<file path="src/rtl/uart_wave_cmd.sv">
// UART 8N1 command receiver/decoder driving per-channel wave-select and noise-enable registers.
// Define RX_MAJORITY_EN for 2-of-3 majority sampling around each bit centre.
module uart_wave_cmd #(
    parameter int unsigned CLK_HZ     = 25000000,
    parameter int unsigned BAUD       = 9600,
    parameter int unsigned OVERSAMPLE = 16,
    parameter int unsigned NUM_CH     = 2
) (
    input  logic                  clk,
    input  logic                  rst,
    input  logic                  rx,
    output logic [3*NUM_CH-1:0]   wave_select,
    output logic [NUM_CH-1:0]     white_noise_en,
    output logic [3:0]            ch_sel,
    output logic [7:0]            rx_data,
    output logic                  rx_valid,
    output logic                  frame_err,
    output logic                  cmd_err
);

    localparam int unsigned DIV = (CLK_HZ + BAUD * OVERSAMPLE / 2) / (BAUD * OVERSAMPLE);
    localparam int unsigned DW  = (DIV > 1) ? $clog2(DIV) : 1;
    localparam int unsigned CW  = $clog2(OVERSAMPLE + 2);

    localparam logic [DW-1:0] DIV_LAST  = DW'(DIV - 1);
`ifdef RX_MAJORITY_EN
    localparam logic [CW-1:0] START_TGT = CW'(OVERSAMPLE / 2 + 1);
`else
    localparam logic [CW-1:0] START_TGT = CW'(OVERSAMPLE / 2);
`endif
    localparam logic [CW-1:0] BIT_TGT   = CW'(OVERSAMPLE);
    localparam logic [4:0]    NUM_CH_W  = 5'(NUM_CH);

    typedef enum logic [2:0] {
        S_IDLE,
        S_START,
        S_DATA,
        S_STOP,
        S_BREAK
    } state_t;

    state_t              state_q, state_d;
    logic                rx_meta_q, rx_sync_q;
    logic [DW-1:0]       div_q, div_d;
    logic [CW-1:0]       cnt_q, cnt_d;
    logic [2:0]          bitn_q, bitn_d;
    logic [7:0]          shift_q, shift_d;
    logic [7:0]          rx_data_q, rx_data_d;
    logic                rx_valid_q, rx_valid_d;
    logic                frame_err_q, frame_err_d;
    logic [3*NUM_CH-1:0] wave_q, wave_d;
    logic [NUM_CH-1:0]   noise_q, noise_d;
    logic [3:0]          ch_q, ch_d;
    logic                cmd_err_q, cmd_err_d;
    logic [1:0]          smp_q, smp_d;

    logic                tick;
    logic [CW-1:0]       cnt_nx;
    logic [CW-1:0]       tgt;
    logic                at_sample;
    logic                sample;

    // Receive FSM and tick generation
    always_comb begin
        state_d     = state_q;
        div_d       = div_q;
        cnt_d       = cnt_q;
        bitn_d      = bitn_q;
        shift_d     = shift_q;
        rx_data_d   = rx_data_q;
        rx_valid_d  = 1'b0;
        frame_err_d = 1'b0;
        smp_d       = smp_q;

        tick      = (div_q == DIV_LAST);
        cnt_nx    = cnt_q + 1'b1;
        tgt       = (state_q == S_START) ? START_TGT : BIT_TGT;
        at_sample = tick && (cnt_nx == tgt);

`ifdef RX_MAJORITY_EN
        // Two early samples are held; the third is the live line at the decision tick.
        if (tick && (cnt_nx == tgt - 2'd2)) smp_d[0] = rx_sync_q;
        if (tick && (cnt_nx == tgt - 2'd1)) smp_d[1] = rx_sync_q;
        sample = (smp_q[0] & smp_q[1]) | (smp_q[0] & rx_sync_q) | (smp_q[1] & rx_sync_q);
`else
        sample = rx_sync_q;
`endif

        if (state_q == S_IDLE) begin
            div_d = '0;
        end else if (tick) begin
            div_d = '0;
        end else begin
            div_d = div_q + 1'b1;
        end

        if (tick) begin
            cnt_d = at_sample ? '0 : cnt_nx;
        end

        case (state_q)
            S_IDLE: begin
                cnt_d = '0;
                if (!rx_sync_q) state_d = S_START;
            end
            S_START: begin
                if (at_sample) begin
                    bitn_d  = '0;
                    state_d = sample ? S_IDLE : S_DATA;
                end
            end
            S_DATA: begin
                if (at_sample) begin
                    shift_d = {sample, shift_q[7:1]};
                    bitn_d  = bitn_q + 3'd1;
                    if (bitn_q == 3'd7) state_d = S_STOP;
                end
            end
            S_STOP: begin
                if (at_sample) begin
                    if (sample) begin
                        rx_data_d  = shift_q;
                        rx_valid_d = 1'b1;
                        state_d    = S_IDLE;
                    end else begin
                        frame_err_d = 1'b1;
                        state_d     = S_BREAK;
                    end
                end
            end
            S_BREAK: begin
                if (rx_sync_q) state_d = S_IDLE;
            end
            default: state_d = S_IDLE;
        endcase
    end

    // Command decode on the rx_valid cycle
    always_comb begin
        logic       wr_wave;
        logic       tog;
        logic [2:0] code;

        wave_d    = wave_q;
        noise_d   = noise_q;
        ch_d      = ch_q;
        cmd_err_d = 1'b0;
        wr_wave   = 1'b0;
        tog       = 1'b0;
        code      = 3'd0;

        if (rx_valid_q) begin
            case (rx_data_q)
                8'h51: begin wr_wave = 1'b1; code = 3'd0; end
                8'h54: begin wr_wave = 1'b1; code = 3'd1; end
                8'h53: begin wr_wave = 1'b1; code = 3'd2; end
                8'h49: begin wr_wave = 1'b1; code = 3'd3; end
                8'h4E: tog = 1'b1;
                8'h6E: noise_d = '0;
                default: begin
                    if (rx_data_q[7:4] == 4'h3 && rx_data_q[3:0] <= 4'h9) begin
                        if ({1'b0, rx_data_q[3:0]} < NUM_CH_W) begin
                            ch_d = rx_data_q[3:0];
                        end else begin
                            cmd_err_d = 1'b1;
                        end
                    end else begin
                        cmd_err_d = 1'b1;
                    end
                end
            endcase
        end

        for (int unsigned k = 0; k < NUM_CH; k++) begin
            if (ch_q == 4'(k)) begin
                if (wr_wave) wave_d[3*k +: 3] = code;
                if (tog)     noise_d[k]       = ~noise_q[k];
            end
        end
    end

    always_ff @(posedge clk) begin
        if (rst) begin
            state_q     <= S_IDLE;
            rx_meta_q   <= 1'b1;
            rx_sync_q   <= 1'b1;
            div_q       <= '0;
            cnt_q       <= '0;
            bitn_q      <= '0;
            shift_q     <= '0;
            rx_data_q   <= '0;
            rx_valid_q  <= 1'b0;
            frame_err_q <= 1'b0;
            wave_q      <= '0;
            noise_q     <= '0;
            ch_q        <= '0;
            cmd_err_q   <= 1'b0;
            smp_q       <= '1;
        end else begin
            state_q     <= state_d;
            rx_meta_q   <= rx;
            rx_sync_q   <= rx_meta_q;
            div_q       <= div_d;
            cnt_q       <= cnt_d;
            bitn_q      <= bitn_d;
            shift_q     <= shift_d;
            rx_data_q   <= rx_data_d;
            rx_valid_q  <= rx_valid_d;
            frame_err_q <= frame_err_d;
            wave_q      <= wave_d;
            noise_q     <= noise_d;
            ch_q        <= ch_d;
            cmd_err_q   <= cmd_err_d;
            smp_q       <= smp_d;
        end
    end

    assign wave_select    = wave_q;
    assign white_noise_en = noise_q;
    assign ch_sel         = ch_q;
    assign rx_data        = rx_data_q;
    assign rx_valid       = rx_valid_q;
    assign frame_err      = frame_err_q;
    assign cmd_err        = cmd_err_q;

endmodule
</file>
<file path="config.mk">
export PLATFORM = sky130hd
export DESIGN_NAME = uart_wave_cmd
export DESIGN_NICKNAME = d
export VERILOG_FILES = /design/src/rtl/uart_wave_cmd.sv
export SDC_FILE = /design/constraint.sdc
export NUM_CORES = 1
export LEC_CHECK = 0
export ABC_AREA = 1
export CORE_MARGIN = 2
export CORE_UTILIZATION = 40
export CTS_CLUSTER_SIZE = 20
export DETAILED_ROUTE_END_ITERATION = 10
export PLACE_DENSITY = 0.57
export SETUP_SLACK_MARGIN = 0.02
export SYNTH_ARGS = -nofsm -noshare
export SYNTH_HDL_FRONTEND = slang
export SYNTH_SLANG_ARGS = --single-unit
</file>
<file path="constraint.sdc">
create_clock -name clk -period 2.09 [get_ports clk]
set_clock_uncertainty 0.15 [all_clocks]
set_input_delay 0.3135 -clock clk [delete_from_list [all_inputs] [get_ports clk]]
set_output_delay 0.3135 -clock clk [all_outputs]
set_load 0.01 [all_outputs]
</file>
**Word-level counts from Yosys, hierarchy flattened**

Index checks and enable logic that the tools add are counted.

- Add/subtract/negate cells: 3
- Magnitude comparators: 2
- Eq/ne operators: 21
- Mux-type cells: 30
- Bitwise logic cells: 6
- Reductions and logical operators: 18

Operator list:

| operator | number |
|---|---|
| equality test 8 x 7 -> 1 bit, second input constant | 6 |
| two-way mux 3 bit | 9 |
| one-hot mux 3 bit (5 select lines) | 1 |
| two-way mux 1 bit | 12 |
| inequality test 2 bit, second input constant | 6 |
| two-way mux 5 bit | 2 |
| adder 8 x 1 -> 8 bit, second input constant | 1 |
| equality test 8 bit, second input constant | 1 |
| two-way mux 2 bit | 4 |
| OR reduction 8 bit | 1 |
| equality test 3 x 2 -> 1 bit, second input constant | 2 |
| equality test 3 bit, second input constant | 2 |
| NOT 1 bit | 6 |
| one-hot mux 2 bit (3 select lines) | 1 |
| one-hot mux 3 bit (2 select lines) | 1 |
| AND reduction 2 bit | 3 |
| AND reduction 3 bit | 2 |
| AND reduction 6 bit | 1 |
| OR reduction 3 bit | 2 |
| OR reduction 6 bit | 1 |
| adder 5 x 1 -> 5 bit, second input constant | 1 |
| equality test 5 bit | 1 |
| equality test 4 x 1 -> 1 bit, second input constant | 1 |
| equality test 4 x 2 -> 1 bit, second input constant | 1 |
| other kinds (11) | 12 |

- Bits in registers: 52
- Input bits: 3
- Output and inout port bits: 23
- Logic and storage cells: 95

**Depth between registers and ports, before layout**

- Depth after elaboration: 6
- Depth in mapped cells: 13
- Depth with buffers taken out: 13

**Worst setup path before layout**

Ideal clock, no wire load.

- Kind: flip-flop to flip-flop
- From: register cnt_q[0]
- To: register rx_data_q[0] (netlist: rx_data[0])
- Setup time: 120 ps
- Arrival time: 1,390 ps
- Setup slack: 430 ps
- Stages on the path, launching flop included: 9
- Period minus slack after synthesis: 1,660 ps
- Path through: dfxtp_1 ha_1 nand2_1 nand2_1 nand4_2 nor2_4 nand3_2 inv_2 a21oi_1

- Word-level cells in the longest chain between the ends: 4

Ends and longest elaborated chain:

| element | RTL line | RTL |
|---|---|---|
| start: declaration | 45 | `logic [CW-1:0] cnt_q, cnt_d;` |
| start signal: assignment | 204 | `cnt_q <= cnt_d;` |
| adder 5 x 1 -> 5 bit | 76 | `cnt_nx = cnt_q + 1'b1;` |
| equality test 5 bit | 78 | `at_sample = tick && (cnt_nx == tgt);` |
| logical AND 1 bit | 78 |  |
| AND reduction 3 bit (no line) | n/a |  |
| end signal: assignment | 207 | `rx_data_q <= rx_data_d;` |
| end: declaration | 48 | `logic [7:0] rx_data_q, rx_data_d;` |

Every way passes these cells.
A chain may end at the register's enable or synchronous reset.

**Final worst setup path**

- From: register rx_valid_q (netlist: rx_valid)
- To: output port rx_valid

RTL lines:

| element | RTL line | RTL |
|---|---|---|
| start: declaration | 49 | `logic rx_valid_q, rx_valid_d;` |
| start signal: assignment | 208 | `rx_valid_q <= rx_valid_d;` |
| end: declaration | 16 | `output logic rx_valid,` |

No word-level cell between the ends.

==> results.env <==
P_LEAK_nW=1.15
SYN_TO_FINAL_GROWTH_PCT=16.6
CTSROOTBUFFERMASTER='clkbuf_8'
R2R_SLACK_NS=0.24
GRT_ANTENNA_BEFORE_REPAIR=0
INSERTION_DELAY_NS=0.30
PERIOD_UTILISATION_LAYOUT_PCT=88.9
AVG_WL_PER_CELL_UM=10.9
SLOWEST_STAGE='clkdlybuf4s50_1'
DRIVE_GT1_SHARE_PCT=8.05
CRITICAL_PATH_DEPTH=1
DETAILROUTE.VIA_COUNT=1960
FIN_WS_NS=0.231
TIMING.HOLD.WORST_PATH_DEPTH=1
CLK_PATH_BUF_DEPTH=2
CP-END-KIND='primary output'
POST_CTS_BUFFERS=0
LARGEST_NET_DEGREE_AT_THE_START_OF_GLOBAL_ROUTING=26
MAXIMUM_FANOUT_ALONG_THE_WORST_PATH=9
CLOCK_SINK_COUNT=50
MIN_FROM='rx_meta_q'
RUN_STATUS='finished, final reports clean'
INITIAL_UTILIZATION_PCT=41.6
POWERDENSITY_nW_PER_UM2=673
CRITICAL_PATH.REG2REG.ENDPOINT='rx_data[6]'
R2R.WORST_PATH.CELLS=9
YS_SEQ_ELEMENTS=50
GRT_USAGE_PCT=15.9
POST-SYNTH-TOP-AREA-CELL='dfxtp_1'
SYNTHESIS.INSTANCES=320
FINALHOLDVIOLATIONS=0
CRIT_REQUIRED_NS=1.63
ANTENNA-DIODE-COUNT=0
FINALINSTANCEAREA_SQ_UM=2690
SEQUENTIAL_ELEMENT_SHARE_OF_THE_SYNTHESIZED_AREA_PCT=43.4
CRITPATHTOPFAMILY='buffers and inverters'
DRC=0
YOSYS_WARNINGS=0
TIMING.RR.START='cnt_q[0]'
GR-USAGE-MET3_PCT=4.19
CORE.ROWCOUNT=27
INSERTED_CLOCK_BUFFERS=5
DRT_FIRST_PASS_ITERS=4
HOLDCRITPATHCLASS='register to register'
TIMING.SETUP.TNS_NS=0
CTS_MAX_LEVEL=2
CTS.REPAIR.RESIZED=0
YOSYS-TOP-CELLS-AREA='dfxtp_1, nand2_1, inv_1'
FMAXACHIEVABLE_MHz=538
MAX-CAP-VIOLATIONS=0
DIE_WIDTH_UM=79.9
MIN_PERIOD_NS=1.86
MULTIINPUTGATEAREA_SQ_UM=1060
FILLERINSTANCES=585
MET1_DEMAND_TO_CAPACITY_SHARE_IN_GLOBAL_ROUTING_PCT=20.9
SYNTH.TOP_CELL.AREA_SHARE_PCT=43.4
POST_SYNTHESIS_CELL_AREA_SQ_UM=2300
PLACE.GP.CONGESTION=0.807
FIRST_GLOBAL_VIAS=1802
AVGVIACOUNTPERCELL=4.67
WORST_SLEW_MARGIN_REL_PCT=59.4
FINALMAXSLEWVIOLATIONS=0
DRT_FIRST_ITER_VIOLATIONS=68
CORE_SQ_UM=5540
AREA.SEQUENTIAL_SQ_UM=1000
TIMING.CRITICAL_PATH.SLOWEST_CELL_DELAY_NS=0.60
ARRIVAL_NS=1.40
RSZ0062_AT_GRT='no'
GRT_PASS1_WL_UM=8090
HOLD_BUFFERS=0
POST-DP-HPWL_UM=3450
VDD.IR_DROP.WORST_mV=0.368
DIE_AR_SQ_UM=6380
PATH_CLASS='register to primary output'
TOP_USAGE_LAYER='met2'
MEAN_CELL_AREA_OF_THE_MAPPED_NETLIST_SQ_UM=7.20
PORT-BUFFER-COUNT=23
IO_COUNT=26
PLACED_CELL_AREA_SQ_UM=2590
FINALSETUPVIOLCOUNT=0
ROUTE.FINAL.WIRE_LENGTH_UM=4600
BUFS_AND_INVS_ON_WORST_PATH=1
NUMBER_OF_ANTENNA_VIOLATING_NETS_IN_THE_ROUTED_DESIGN=0
GLOBALROUTE.TOTALOVERFLOW=0
CRITICAL_PATH.CELL_CHAIN='clkdlybuf4s50_1'
CRIT_PATH_START_KIND='register'
LAYOUT.NETS=356
WORST_HOLD_PATH.ENDPOINT='rx_sync_q'
CTS_TREE='done'
WORST_SETUP_HOLD_PATH_CLK_SLEW_NS=0.08
DETAILEDPLACE.WORSTSLACK_NS=0.137
SYNTH_CELL_TYPES=33
UTIL_AFTER_LAYOUT_PCT=48.5
MEASURED_SLEW_AT_THE_WORST_SLEW_CHECK_PIN_NS=0.603
DIE_H_UM=79.9
GRT_USE_MET2_PCT=25.6
-- per-layer routing --
metal  vias to the layer above  wire length, um
met4                         0               52
met1                       854             2360
li1                       1073                -
met5                         -                0
met2                        26             2020
met3                         7              160
-- logic make-up after synthesis --
family,synth area share [%]
XOR/XNOR,0.380
AO/OA/AOI/OAI,11.1
flip-flops,43.4
AND/OR/NAND/NOR,30.8
adder cells (fa/ha/maj),3.26
other,0.163
buffers and inverters,10.9
-- synth_stat cells --
cell type and instances:
a21oi_1 32, buf_4 2, or2_2 3, clkinv_2 1
dfxtp_1 50, nand3b_1 1, nor2_4 2, a21boi_0 1
o21ai_1 1, o21a_1 1, nand4_2 1, nor2_2 1
inv_1 46, buf_6 1, nor2_1 31, nand2_1 75
a211oi_1 1, nand2_2 2, nand3_2 1, ha_1 6
buf_1 1, xor2_1 1, nand3_1 23, nand4_1 8
o21ai_0 11, conb_1 1, nor3_1 3, nor4_1 4
clkbuf_1 1, clkbuf_8 2, o22ai_1 2, inv_2 3
nand3_4 1
-- where the power goes --
group | leakage, nW | total, mW | internal, mW | switching (mW)
clock | 0.0482 | 0.565 | 0.267 | 0.298
sequential | 0.405 | 0.998 | 0.976 | 0.0218
combinational | 0.696 | 0.246 | 0.0798 | 0.166
-- stage by stage --
| stage | hold slack (ns) | power, mW | cells |
|---|---|---|---|
| global placement | 0.246 | 1.26 | 412 |
| detailed placement | 0.251 | 1.27 | 412 |
| finish | 0.266 | 1.81 | 420 |
| global route | 0.294 | 1.93 | 420 |
| CTS | 0.272 | 1.84 | 420 |
| floorplan | 0.239 | 1.22 | 321 |
-- sequential cells by signal (all words and copies together), names as in the netlist --
| name | count |
|---|---|
| bitn_q | 3 |
| ch_sel | 4 |
| cmd_err | 1 |
| cnt_q | 5 |
| div_q | 8 |
| frame_err | 1 |
| rx_data | 8 |
| rx_meta_q | 1 |
| rx_sync_q | 1 |
| rx_valid | 1 |
| shift_q | 8 |
| state_q | 3 |
| wave_select | 4 |
| white_noise_en | 2 |
-- placed cells by master, fill, tap and decap left out, types with 2 or more instances in the layout --
| cell | count |
|---|---|
| nand2_1 | 75 |
| dfxtp_1 | 48 |
| inv_1 | 46 |
| a21oi_1 | 32 |
| nor2_1 | 30 |
| nand3_1 | 23 |
| clkdlybuf4s50_1 | 23 |
| o21ai_0 | 11 |
| nand4_1 | 8 |
| ha_1 | 6 |
| clkbuf_8 | 6 |
| nor4_1 | 4 |
| inv_2 | 3 |
| nor3_1 | 3 |
| or2_2 | 3 |
| buf_4 | 3 |
| nor2_2 | 2 |
| nor2_4 | 2 |
| nand2_2 | 2 |
| o22ai_1 | 2 |
| conb_1 | 2 |
| dfxtp_2 | 2 |
-- how the worst max path moves through the flow --
stage,startpoint,to,slack [ns]
after global placement,rst,div_q[5],0.18
after global routing,div_q[0],bitn_q[2],0.02
after detailed placement,rst,div_q[5],0.14
after CTS,cnt_q[0],rx_data[4],0.18
final,rx_valid,rx_valid,0.23
after floorplan,cnt_q[0],rx_data[0],0.43
-- layout make-up --
type | instances | area share [%]
Multi-Input combinational cell | 214 | 39.4
Sequential cell | 50 | 37.3
Timing Repair Buffer | 26 | 9.40
Inverter | 50 | 7.08
Tap cell | 72 | 3.35
Clock buffer | 7 | 3.21
Clock inverter | 1 | 0.186
No activity file was read; power rests on OpenSTA's default activity.
